<file path="config.mk">
export PLATFORM = sky130hd
export DESIGN_NAME = cu_fsm_mc
export DESIGN_NICKNAME = d
export VERILOG_FILES = /design/src/rtl/cu_pkg.sv /design/src/rtl/prio_enc.sv /design/src/rtl/cu_fsm_mc.sv
export SDC_FILE = /design/constraint.sdc
export NUM_CORES = 1
export LEC_CHECK = 0
export BUFFER_PORTS_ARGS = -buffer_cell sky130_fd_sc_hd__buf_2
export CAP_MARGIN = 20
export CORE_ASPECT_RATIO = 1.5
export CORE_MARGIN = 2
export CORE_UTILIZATION = 30
export CTS_BUF_LIST = sky130_fd_sc_hd__clkbuf_4 sky130_fd_sc_hd__clkbuf_8
export DETAILED_ROUTE_END_ITERATION = 6
export PLACE_DENSITY = 0.61
export SYNTH_ARGS = -nofsm -noshare
export SYNTH_HDL_FRONTEND = slang
export SYNTH_SLANG_ARGS = --single-unit
</file>
<file path="constraint.sdc">
create_clock -name CLK -period 5.76 [get_ports CLK]
set_input_delay 0.864 -clock CLK [delete_from_list [all_inputs] [get_ports CLK]]
set_output_delay 0.864 -clock CLK [all_outputs]
set_load 0.02 [all_outputs]
</file>
<file path="src/rtl/cu_pkg.sv">
// Shared definitions for the multi-cycle control unit: opcodes, the MRET
// immediate, the FSM state encoding and the interrupt-id width helper.
package cu_pkg;

  localparam logic [6:0] OP_RTYPE  = 7'b0110011;
  localparam logic [6:0] OP_IMM    = 7'b0010011;
  localparam logic [6:0] OP_LUI    = 7'b0110111;
  localparam logic [6:0] OP_AUIPC  = 7'b0010111;
  localparam logic [6:0] OP_JAL    = 7'b1101111;
  localparam logic [6:0] OP_JALR   = 7'b1100111;
  localparam logic [6:0] OP_BRANCH = 7'b1100011;
  localparam logic [6:0] OP_LOAD   = 7'b0000011;
  localparam logic [6:0] OP_STORE  = 7'b0100011;
  localparam logic [6:0] OP_SYSTEM = 7'b1110011;

  localparam logic [11:0] MRET_IMM = 12'h302;

  typedef enum logic [2:0] {
    ST_INIT,
    ST_FETCH,
    ST_EXEC,
    ST_MEM,
    ST_INTR
  } state_e;

  // A single interrupt line still needs a 1-bit id port.
  function automatic int irq_id_w(input int n);
    return (n > 1) ? $clog2(n) : 1;
  endfunction

endpackage

</file>
<file path="src/rtl/prio_enc.sv">
// Lowest-index-wins priority encoder used to pick the interrupt to service.
module prio_enc
  import cu_pkg::*;
#(
  parameter int N_IRQ = 4,
  localparam int W    = irq_id_w(N_IRQ)
) (
  input  logic [N_IRQ-1:0] req_i,
  output logic [W-1:0]     id_o,
  output logic             valid_o
);

  // Scan high to low so the last hit, the lowest index, is what remains.
  always_comb begin
    id_o    = '0;
    valid_o = 1'b0;
    for (int i = N_IRQ - 1; i >= 0; i--) begin
      if (req_i[i]) begin
        id_o    = W'(i);
        valid_o = 1'b1;
      end
    end
  end

endmodule

</file>
<file path="src/rtl/cu_fsm_mc.sv">
// Multi-cycle control unit FSM: fetch / execute / memory wait with timeout,
// plus precise interrupt entry sampled only at instruction completion.
module cu_fsm_mc
  import cu_pkg::*;
#(
  parameter int N_IRQ   = 4,
  parameter int TIMEOUT = 15,
  parameter int IMEM_HS = 1
) (
  input  logic                         CLK,
  input  logic                         RST_N,
  input  logic [N_IRQ-1:0]             INTR,
  input  logic [N_IRQ-1:0]             irq_mask,
  input  logic                         mie,
  input  logic [6:0]                   opcode,
  input  logic [2:0]                   funct3,
  input  logic [11:0]                  imm12,
  input  logic                         imem_ready,
  input  logic                         dmem_ready,
  output logic                         PCWrite,
  output logic                         regWrite,
  output logic                         memWE2,
  output logic                         memRDEN1,
  output logic                         memRDEN2,
  output logic                         reset,
  output logic                         csr_WE,
  output logic                         int_taken,
  output logic                         mret_exec,
  output logic                         bus_err,
  output logic                         illegal,
  output logic [irq_id_w(N_IRQ)-1:0]   irq_id
);

  localparam int         IDW = irq_id_w(N_IRQ);
  localparam logic [7:0] TO  = 8'(TIMEOUT);

  state_e           state_q, state_d;
  logic [7:0]       wait_cnt_q, wait_cnt_d;
  logic [IDW-1:0]   irq_id_q, irq_id_d;
  logic             is_load_q, is_load_d;

  logic [IDW-1:0]   pend_id;
  logic             pend_valid;
  logic             complete;

  prio_enc #(.N_IRQ(N_IRQ)) u_prio_enc (
    .req_i   (INTR & irq_mask),
    .id_o    (pend_id),
    .valid_o (pend_valid)
  );

  // NOTE: state registers use non-blocking assignments so every flop samples
  // the pre-edge value of its neighbours, independent of statement order.
  always_ff @(posedge CLK) begin
    if (!RST_N) begin
      state_q    <= ST_INIT;
      wait_cnt_q <= '0;
      irq_id_q   <= '0;
      is_load_q  <= 1'b0;
    end else begin
      state_q    <= state_d;
      wait_cnt_q <= wait_cnt_d;
      irq_id_q   <= irq_id_d;
      is_load_q  <= is_load_d;
    end
  end

  // NOTE: every signal written here gets a default first, so no path through
  // the case statements can leave one unassigned and infer a latch.
  always_comb begin
    state_d    = state_q;
    wait_cnt_d = wait_cnt_q;
    irq_id_d   = irq_id_q;
    is_load_d  = is_load_q;
    complete   = 1'b0;
    PCWrite    = 1'b0;
    regWrite   = 1'b0;
    memWE2     = 1'b0;
    memRDEN1   = 1'b0;
    memRDEN2   = 1'b0;
    reset      = 1'b0;
    csr_WE     = 1'b0;
    int_taken  = 1'b0;
    mret_exec  = 1'b0;
    bus_err    = 1'b0;
    illegal    = 1'b0;

    case (state_q)
      ST_INIT: begin
        reset   = 1'b1;
        state_d = ST_FETCH;
      end
      ST_FETCH: begin
        memRDEN1 = 1'b1;
        if (IMEM_HS == 0 || imem_ready) begin
          PCWrite = 1'b1;
          state_d = ST_EXEC;
        end
      end
      ST_EXEC: begin
        case (opcode)
          OP_RTYPE, OP_IMM, OP_LUI, OP_AUIPC, OP_JAL, OP_JALR: begin
            regWrite = 1'b1;
            complete = 1'b1;
          end
          OP_BRANCH: complete = 1'b1;
          OP_LOAD: begin
            memRDEN2  = 1'b1;
            is_load_d = 1'b1;
            state_d   = ST_MEM;
          end
          OP_STORE: begin
            memWE2    = 1'b1;
            is_load_d = 1'b0;
            state_d   = ST_MEM;
          end
          OP_SYSTEM: begin
            if (funct3 != 3'd0) begin
              csr_WE   = 1'b1;
              regWrite = 1'b1;
              complete = 1'b1;
            end else if (imm12 == MRET_IMM) begin
              mret_exec = 1'b1;
              complete  = 1'b1;
            end else begin
              illegal = 1'b1;
              state_d = ST_INTR;
            end
          end
          default: begin
            illegal = 1'b1;
            state_d = ST_INTR;
          end
        endcase
      end
      ST_MEM: begin
        // The timeout cycle itself carries no memory strobe.
        if (wait_cnt_q == TO) begin
          bus_err    = 1'b1;
          wait_cnt_d = '0;
          state_d    = ST_INTR;
        end else begin
          memRDEN2 = is_load_q;
          memWE2   = !is_load_q;
          if (dmem_ready) begin
            regWrite   = is_load_q;
            wait_cnt_d = '0;
            complete   = 1'b1;
          end else begin
            wait_cnt_d = wait_cnt_q + 8'd1;
          end
        end
      end
      ST_INTR: begin
        int_taken = 1'b1;
        PCWrite   = 1'b1;
        state_d   = ST_FETCH;
      end
      default: state_d = ST_INIT;
    endcase

    if (complete) begin
      if (mie && pend_valid && !mret_exec) begin
        state_d  = ST_INTR;
        irq_id_d = pend_id;
      end else begin
        state_d = ST_FETCH;
      end
    end

    // Reset dominates: only the reset strobe may show while RST_N is low.
    if (!RST_N) begin
      PCWrite   = 1'b0;
      regWrite  = 1'b0;
      memWE2    = 1'b0;
      memRDEN1  = 1'b0;
      memRDEN2  = 1'b0;
      csr_WE    = 1'b0;
      int_taken = 1'b0;
      mret_exec = 1'b0;
      bus_err   = 1'b0;
      illegal   = 1'b0;
    end
  end

  assign irq_id = irq_id_q;

endmodule

</file>
==> results of run 1 <==
[metal layers]
| metal | vias to the layer above | global-route usage (%) | wire (um) |
|---|---|---|---|
| met5 | - | 0 | 0 |
| met4 | 0 | 6.140 | 47 |
| met3 | 4 | 1.373 | 128 |
| met2 | 38 | 29.11 | 1525 |
| met1 | 575 | 16.88 | 1158 |
| li1 | 617 | - | - |
[worst max path at each step]
stage	end	slack (ps)	cells past startpoint
after floorplan	illegal	2730	5
after global placement	regWrite	2550	6
after detailed placement	regWrite	2540	6
after CTS	regWrite	2520	6
after global routing	regWrite	2410	6
final	regWrite	2510	6
[logic make-up (layout without fill, tap and decap cells)]
kind of cell / after synthesis / after routing / synth area share [%]
flops: 14 / 14 / 27.22
fa+ha+maj: 1 / 1 / 1.215
buf+inv: 9 / 55 / 3.279
compound gates: 36 / 36 / 25.88
mux: 3 / 3 / 2.916
simple gates: 76 / 76 / 39.49
[layout make-up]
type / instances / area, um^2 / area share [%]
repair buffers: 47 / 235.2 / 17.50
well taps: 42 / 52.55 / 3.911
inverters: 5 / 18.77 / 1.397
multi-input cells: 116 / 715.7 / 53.26
clock buffers: 3 / 41.29 / 3.073
flip-flops and latches: 14 / 280.3 / 20.86
[sequential cells by signal (all words and copies together), names as in the netlist]
signal / cells
wait_cnt_q: 8
state_q: 3
is_load_q: 1
irq_id: 2
[synth_stat cells, drive strengths merged (3+ instances only)]
library cell and count:
clkbuf 4, nand2b 3, dfxtp 14, nor3 8, o311a 3, mux2i 3, nand3 7, a21oi 11
o21ai 6, and3 5, or4 3, inv 5, nor2 19, nand2 14, a22oi 3
[power groups by stage]
stage,Sequential [W],Clock (W),Combinational (W)
after floorplan,0.000106,0,0.0000371
after global placement,0.000107,0,0.0000591
after detailed placement,0.000107,0,0.0000592
after CTS,0.000105,0.0000800,0.0000594
after global routing,0.000106,0.0000834,0.0000657
final,0.000105,0.0000783,0.0000588
[worst max-delay path: cells and delay by family]
family | cells | cell delay (ps)
simple gates | 3 | 1060
buf+inv | 2 | 300
compound gates | 1 | 170
[metrics by stage]
| step | cell area (um^2) | setup WS, ps | hold WS, ps |
|---|---|---|---|
| after floorplan | 1030 | 2732 | 451.7 |
| after global placement | 1303 | 2552 | 450.6 |
| after detailed placement | 1303 | 2544 | 458.4 |
| after CTS | 1344 | 2521 | 465.7 |
| after global routing | 1344 | 2407 | 483.4 |
| final | 1344 | 2509 | 457.5 |
==> flow_summary.toml, run 1 <==
[synthesis]
synth_seq_cells = 14
ys_warn_count = 0
synth_edf_count = 0
synthTopCellsByArea = "dfxtp_1, nor2_1, a21oi_1, nand2_1, nor3_1"
synth_top_area_share_pct = 27.22
synthCells = 139
syn_avg_cell_area_um2 = 7.408
synth_cell_types = 40
synth_nets = 175
yosys_most_used_dff = "dfxtp_1"
synth-async-reset-ratio_pct = 0
yosysTopAreaCell = "dfxtp_1"
mappedNetlistArea_um2 = 1030
yosysSeqAreaShare_pct = 27.22

[pwr]
sequentialPowerShare_pct = 43.4
powerDensity_nw_per_um2 = 180.3
p_sw_share_pct = 28.93
p_leak_nw = 0.6317
p_switching_w = 0.00007008
total_power_w = 0.0002422
p_int_w = 0.0001722
p_comb_share_pct = 24.3
clkPwrFrac_pct = 32.3
irDropWorstVdd_v = 0.00007860

[placement]
gp_congestion = 0.7616
hpwl_um = 2301
numPortBuffers = 47
placedCellCount = 224

[worst_setup_path]
path_common_cell = "buf_2"
rr_worst_depth = 5
worstReg2RegEnd = "state_q[0]$_SDFFE_PN0P_"
max_stage_delay_ps = 420
path_cells = "buf_2 > nor4bb_1 > nand4_1 > or3_1 > o22ai_1 > buf_2"
critPathLaunch = "opcode[3]"
worstReg2RegStart = "wait_cnt_q[5]$_SDFFE_PN0N_"
critPathLaunchType = "primary input"
crit_type = "primary input to output port"
worstPathRequired_ps = 4900
reg2reg_slack_ps = 3610
cp-end-kind = "output port"
path_max_fanout = 4
slowest_stage = "nor4bb_1"
crit_arrival_ps = 2390

[clocking]
cts_setup_buffers = 0
clk_pin_slew_ps = 50
cts_tree = "yes"
numCtsBuffers = 3
hold_buffers = 0
ctsResizeCount = 0
clk_path_buf_depth = 2
cts_htree_levels = 1
cts_root_buf = "clkbuf_8"
clk_latency_ps = 240
cts.sinks = 14

[timing]
setup_tns_ps = 0
worst_slew_margin_rel_pct = 59.89
hold_violations = 0
fmax_mhz = 307.6
drv_slew = 0
worst_pin_slew_ps = 597.1
skew_ps = 6.081
finalCritPeriodShare_pct = 56.45
setup_viol = 0
rsz0062_at_grt = "false"
layout_min_cycle_time_ps = 3251

[cells_and_area]
area_delta_synth_final_pct = 30.50
fill_cells = 367
diodes = 0
layout_commonest_cell = "buf_2"
layout_common_cells = "buf_2, nor2_1, nand2_1, dfxtp_1, a21oi_1"
postLayoutCoreUtil_pct = 40.10
drive_above_1_share_pct = 30.81
nets = 223
stdcell_count = 227

[floorplanning]
core_um2 = 3351
die_h_um = 75.76
fp.dieW_um = 51.84
rows = 26
die_area_um2 = 3927
start_util_pct = 30.73
ioPinCount = 48

[global_route]
antenna_found_initial = 0
grt_pass1_vias = 1131
grt_pass1_wl_um = 4636
grt_max_degree = 15
grt_use_total_pct = 15.23
grt_overflow = 0

[hold_path]
min_to = "irq_id[1]$_SDFFE_PN0P_"
hold_start = "irq_id[1]$_SDFFE_PN0P_"
hold_class = "register to register"
hold_depth = 2

[drt]
ant_nets = 0
drt_iter0_drc = 24
drc = 0
drt_wl_total_um = 2859
num_vias = 1234
wl_per_cell_um = 12.59
first_pass_iters = 4
viasPerCell = 5.436

[status]
outcome = "finished, final reports clean"

[run]
drv_cap = 0
Power figures use the tool's default switching activity.
==> inputs of run 2 (changes only) <==
--- a/config.mk
+++ b/config.mk
@@ -12,7 +12,7 @@
 export CORE_UTILIZATION = 30
 export CTS_BUF_LIST = sky130_fd_sc_hd__clkbuf_4 sky130_fd_sc_hd__clkbuf_8
 export DETAILED_ROUTE_END_ITERATION = 6
-export PLACE_DENSITY = 0.61
+export PLACE_DENSITY = 0.63
 export SYNTH_ARGS = -nofsm -noshare
 export SYNTH_HDL_FRONTEND = slang
 export SYNTH_SLANG_ARGS = --single-unit
==> constraint.sdc (replaced) <==
create_clock -name CLK -period 2.7 [get_ports CLK]
set_input_delay 0.405 -clock CLK [delete_from_list [all_inputs] [get_ports CLK]]
set_output_delay 0.405 -clock CLK [all_outputs]
set_load 0.02 [all_outputs]
==> run 2 against run 1 <==
  * Die area unchanged
  * Worst hold slack lost 63 ps
  * Global-route usage down 0.76 points
  * Count of clock-buffer cells in the layout unchanged
  * Routed wire length down 2.7%
==> flow_summary.toml, run 2 (synthesis gave the netlist of run 1 again) <==
[pwr]
irDropWorstVdd_v = 0.0002285
powerDensity_nw_per_um2 = 381.7
clkPwrFrac_pct = 32.1
p_switching_w = 0.0001498
sequentialPowerShare_pct = 43.2
p_comb_share_pct = 24.6
p_int_w = 0.0003689
p_sw_share_pct = 28.88
p_leak_nw = 0.6418

[clocking]
cts.sinks = 14
clk_pin_slew_ps = 60
numCtsBuffers = 3
ctsResizeCount = 0
clk_path_buf_depth = 2
clk_latency_ps = 240
cts_root_buf = "clkbuf_8"
hold_buffers = 0
cts_tree = "yes"
cts_htree_levels = 1
cts_setup_buffers = 0

[worst_setup_path]
critPathLaunchType = "register"
crit_type = "register to output port"
slowest_stage = "or4b_2"
max_stage_delay_ps = 640
rr_worst_depth = 5
worst_setup_path_endpoint = "illegal"
critPathLaunch = "state_q[1]$_SDFFE_PN0P_"
cp-end-kind = "output port"
crit_arrival_ps = 2110
path_cells = "nor2b_1 > nand2b_1 > or4b_2 > nor2_1 > buf_2"
path_depth = 5
crit_buf_inv = 1
reg2reg_slack_ps = 570
worstPathRequired_ps = 2300
path_max_fanout = 8
critPathTopFamily = "simple AND/OR/NAND/NOR gates"
worstReg2RegEnd = "state_q[0]$_SDFFE_PN0P_"
worstReg2RegStart = "wait_cnt_q[5]$_SDFFE_PN0N_"

[timing]
drv_slew = 0
setup_tns_ps = 0
worst_slew_margin_rel_pct = 66.22
rsz0062_at_grt = "false"
setup_viol = 0
layout_min_cycle_time_ps = 2517
skew_ps = 3.478
worst_pin_slew_ps = 503.6
finalCritPeriodShare_pct = 93.20
hold_violations = 0
fmax_mhz = 397.4

[cells_and_area]
area_delta_synth_final_pct = 31.96
largest-register = "wait_cnt_q"
largest_reg_flops = 8
layout_commonest_cell = "buf_2"
nets = 225
drive_above_1_share_pct = 31.55
fill_cells = 367
final_area_um2 = 1359
layout_common_cells = "buf_2, nor2_1, nand2_1, dfxtp_1, a21oi_1"
diodes = 0

[global_route]
antenna_found_initial = 0
busiest_layer = "met2"
grt_use_met3_pct = 2.745
grt_pass1_wl_um = 4388
gr-usage-met1_pct = 14.06
gr-usage-met2_pct = 28.27
grt_overflow = 0
grt_use_total_pct = 14.47
grt_pass1_vias = 1121
grt_max_degree = 13

[run]
drv_cap = 0

[floorplanning]
fp.dieW_um = 51.84
start_util_pct = 30.73
die_h_um = 75.76
core_um2 = 3351
ioPinCount = 48
rows = 26
die_area_um2 = 3927

[drt]
ant_nets = 0
drt_wl_total_um = 2782
num_vias = 1230
wl_per_cell_um = 12.15
first_pass_iters = 4
drc = 0
viasPerCell = 5.371
drt_iter0_drc = 27

[placement]
place_area_um2 = 1318
gp_congestion = 0.8045
hpwl_um = 2298
numPortBuffers = 47

[hold_path]
hold_class = "primary input to register"

[status]
outcome = "finished, final reports clean"
[run 2: cell count changes in the layout (fill, tap and decap cells not counted), sizes merged]
cell	delta
buf	+2
[run 2: how the worst min path moves through the flow]
stage                               start                          to  cells after the start
2_1_floorplan  wait_cnt_q[7]$_SDFFE_PN0N_  wait_cnt_q[7]$_SDFFE_PN0N_                      1
3_3_place_gp       irq_id[0]$_SDFFE_PN0P_      irq_id[0]$_SDFFE_PN0P_                      2
3_5_place_dp       irq_id[1]$_SDFFE_PN0P_      irq_id[1]$_SDFFE_PN0P_                      2
4_1_cts                         opcode[5]      is_load_q$_SDFFE_PN0P_                      2
5_1_grt                         opcode[5]      is_load_q$_SDFFE_PN0P_                      2
6_report                        opcode[5]      is_load_q$_SDFFE_PN0P_                      2
[run 2: power by group through the flow]
stage | Sequential [W] | Combinational, W | Clock (W)
finish | 0.000224 | 0.000128 | 0.000167
detailed placement | 0.000228 | 0.000129 | 0
global route | 0.000225 | 0.000142 | 0.000184
CTS | 0.000224 | 0.000129 | 0.000177
floorplan | 0.000225 | 0.0000791 | 0
global placement | 0.000228 | 0.000128 | 0
[run 2: layout make-up]
class	count	area [um^2]	area share, %
multi-input cells	116	715.7	52.67
flip-flops and latches	14	280.3	20.63
repair buffers	49	250.2	18.42
well taps	42	52.55	3.867
clock buffers	3	41.29	3.039
inverters	5	18.77	1.381
[run 2: worst reg2reg max path: cells and delay by family (launching register included)]
family,cells,cell delay (ps)
flip-flops,1,350
AND/OR/NAND/NOR,3,1160
AO/OA/AOI/OAI,2,500
[run 2: stage by stage]
stage | hold WS (ps) | cells | power, W | util, % | worst slack, ps
after floorplan | 451.7 | 139 | 0.0003043 | - | 590.2
after global placement | 449.8 | 226 | 0.0003569 | 39.32 | 418.9
after detailed placement | 456.3 | 226 | 0.0003569 | 39.32 | 370.0
after CTS | 387.2 | 229 | 0.0005301 | 40.55 | 204.5
after global routing | 409.2 | 229 | 0.0005511 | 40.55 | 47.45
final | 394.7 | 229 | 0.0005187 | 40.55 | 183.5
[run 2: per-layer routing]
metal | share of wire [%] | wire [um]
met4 | 1.6 | 44
met3 | 4.8 | 133
met1 | 39 | 1086
met2 | 55 | 1517
met5 | 0 | 0
==> inputs of run 3 (changes only) <==
--- a/config.mk
+++ b/config.mk
@@ -9,10 +9,10 @@
 export CAP_MARGIN = 20
 export CORE_ASPECT_RATIO = 1.5
 export CORE_MARGIN = 2
-export CORE_UTILIZATION = 30
+export CORE_UTILIZATION = 43
 export CTS_BUF_LIST = sky130_fd_sc_hd__clkbuf_4 sky130_fd_sc_hd__clkbuf_8
 export DETAILED_ROUTE_END_ITERATION = 6
-export PLACE_DENSITY = 0.63
+export PLACE_DENSITY = 0.83
 export SYNTH_ARGS = -nofsm -noshare
 export SYNTH_HDL_FRONTEND = slang
 export SYNTH_SLANG_ARGS = --single-unit
==> run 3 against run 2 <==
  * Combinational power about the same
  * Largest power group unchanged
  * Maximum frequency fell by 0.86%
  * Routed wire length up 0.11%
  * First-iteration DRC count is 30% higher
  * Clock skew rose by 0.77 ps
  * Global-route usage increased by 6.1 points
  * Final cell count decreased by 7.9%
  * Total power is 1.9% lower
  * Sequential share of layout area up 0.45 points
==> flow_summary.toml, run 3 (synthesis gave the netlist of run 1 again) <==
[drt]
maxUsedRoutingLayer = "met4"
first_pass_iters = 4
drt_wl_total_um = 2785
drc = 0
viasPerCell = 6.028
wl_met3_um = 240
detailroute.wirelength.met2_um = 1462
ant_nets = 0
wl_per_cell_um = 13.20
wl_met1_um = 1013
drt_iter0_drc = 35
num_vias = 1272

[cells_and_area]
area_delta_synth_final_pct = 29.16
layout_commonest_cell = "buf_2"
multi_input_area_um2 = 715.7
layout_common_cells = "buf_2, nor2_1, nand2_1, dfxtp_1, a21oi_1"
drive_above_1_share_pct = 31.91
fill_cells = 214
nets = 225
diodes = 0
largest-register = "wait_cnt_q"
regArea_um2 = 280.3
largest_reg_flops = 8
final_area_um2 = 1330

[timing]
setup_tns_ps = 0
worst_pin_slew_ps = 603.3
finalCritPeriodShare_pct = 94.01
rsz0062_at_grt = "false"
setup_viol = 0
fmax_mhz = 394.0
timing.final.ws_setup_ps = 161.6
skew_ps = 4.246
drv_slew = 0
hold_violations = 0
worst_slew_margin_rel_pct = 59.54
layout_min_cycle_time_ps = 2538

[status]
outcome = "finished, final reports clean"

[worst_setup_path]
crit_type = "register to output port"
slowest_stage = "or4b_2"
critPathTopFamily = "simple AND/OR/NAND/NOR gates"
crit_arrival_ps = 2130
critPathLaunchType = "register"
path_max_fanout = 8
path_cells = "nor2b_1 > nand2b_1 > or4b_2 > nor2_1 > buf_2"
worstPathRequired_ps = 2300
max_stage_delay_ps = 640
cp-end-kind = "output port"
crit_buf_inv = 1

[hold_path]
hold_class = "primary input to register"

[clocking]
hold_buffers = 0
clk_latency_ps = 290
clk_pin_slew_ps = 90
cts_setup_buffers = 0
cts_tree = "yes"
ctsResizeCount = 0
cts.sinks = 14
cts_htree_levels = 1
numCtsBuffers = 3
clk_path_buf_depth = 2
cts_root_buf = "clkbuf_4"

[placement]
gp_congestion = 0.8337
place_area_um2 = 1294
pre_cts_slack_ps = 376.7
hpwl_um = 2240
numPortBuffers = 47

[floorplanning]
start_util_pct = 45.57
ioPinCount = 48
die_h_um = 63.94
die_area_um2 = 2810
fp.dieW_um = 43.96
core_um2 = 2260
rows = 21

[run]
drv_cap = 0

[pwr]
clkPwrFrac_pct = 30.9
p_leak_nw = 0.6412
p_comb_share_pct = 25.1
powerDensity_nw_per_um2 = 382.7
sequentialPowerShare_pct = 44.0
p_switching_w = 0.0001568
p_int_w = 0.0003522
irDropWorstVdd_v = 0.0002608
p_sw_share_pct = 30.80

[global_route]
grt_pass1_wl_um = 4457
grt_pass1_vias = 1162
grt_overflow = 0
grt_max_degree = 14
grt_use_total_pct = 20.54
antenna_found_initial = 0
run 3: layout make-up:
cell class	count	share of cell area, %
multi-input combinational	116	53.81
sequential	14	21.07
timing repair buffer	49	18.81
clock buffer	4	2.728
tap	23	2.164
inverter	5	1.411
run 3: worst paths after layout:
kind	startpoint	endpoint	slack (ps)	cells past startpoint
worst max register to register	wait_cnt_q[4]$_SDFFE_PN0N_	state_q[0]$_SDFFE_PN0P_	570	5
worst max-delay path	state_q[1]$_SDFFE_PN0P_	illegal	160	5
worst min-delay path	opcode[5]	is_load_q$_SDFFE_PN0P_	350	2
worst min register to register	irq_id[1]$_SDFFE_PN0P_	irq_id[1]$_SDFFE_PN0P_	460	2
run 3: layer usage:
metal  GRT usage [%]  vias to the layer above
li1                -                      629
met1           19.65                      579
met2           38.79                       55
met3           3.672                        9
met4           10.98                        0
met5               0                        -
run 3: power groups by stage:
stage                     combinational [W]  clock (W)  sequential (W)
final                              0.000128   0.000157        0.000224
after global routing               0.000141   0.000171        0.000226
after CTS                          0.000128   0.000157        0.000224
after detailed placement           0.000127          0        0.000229
after global placement             0.000124          0        0.000228
after floorplan                   0.0000791          0        0.000225
run 3: through the flow:
stage          hold WS, ps  cells  utilization [%]  power [W]
2_1_floorplan        451.7    139                -  0.0003043
3_3_place_gp         445.3    207            57.25  0.0003521
3_5_place_dp         455.5    207            57.25  0.0003560
4_1_cts              353.6    211            58.86  0.0005086
5_1_grt              358.7    211            58.86  0.0005377
6_report             352.1    211            58.86  0.0005089
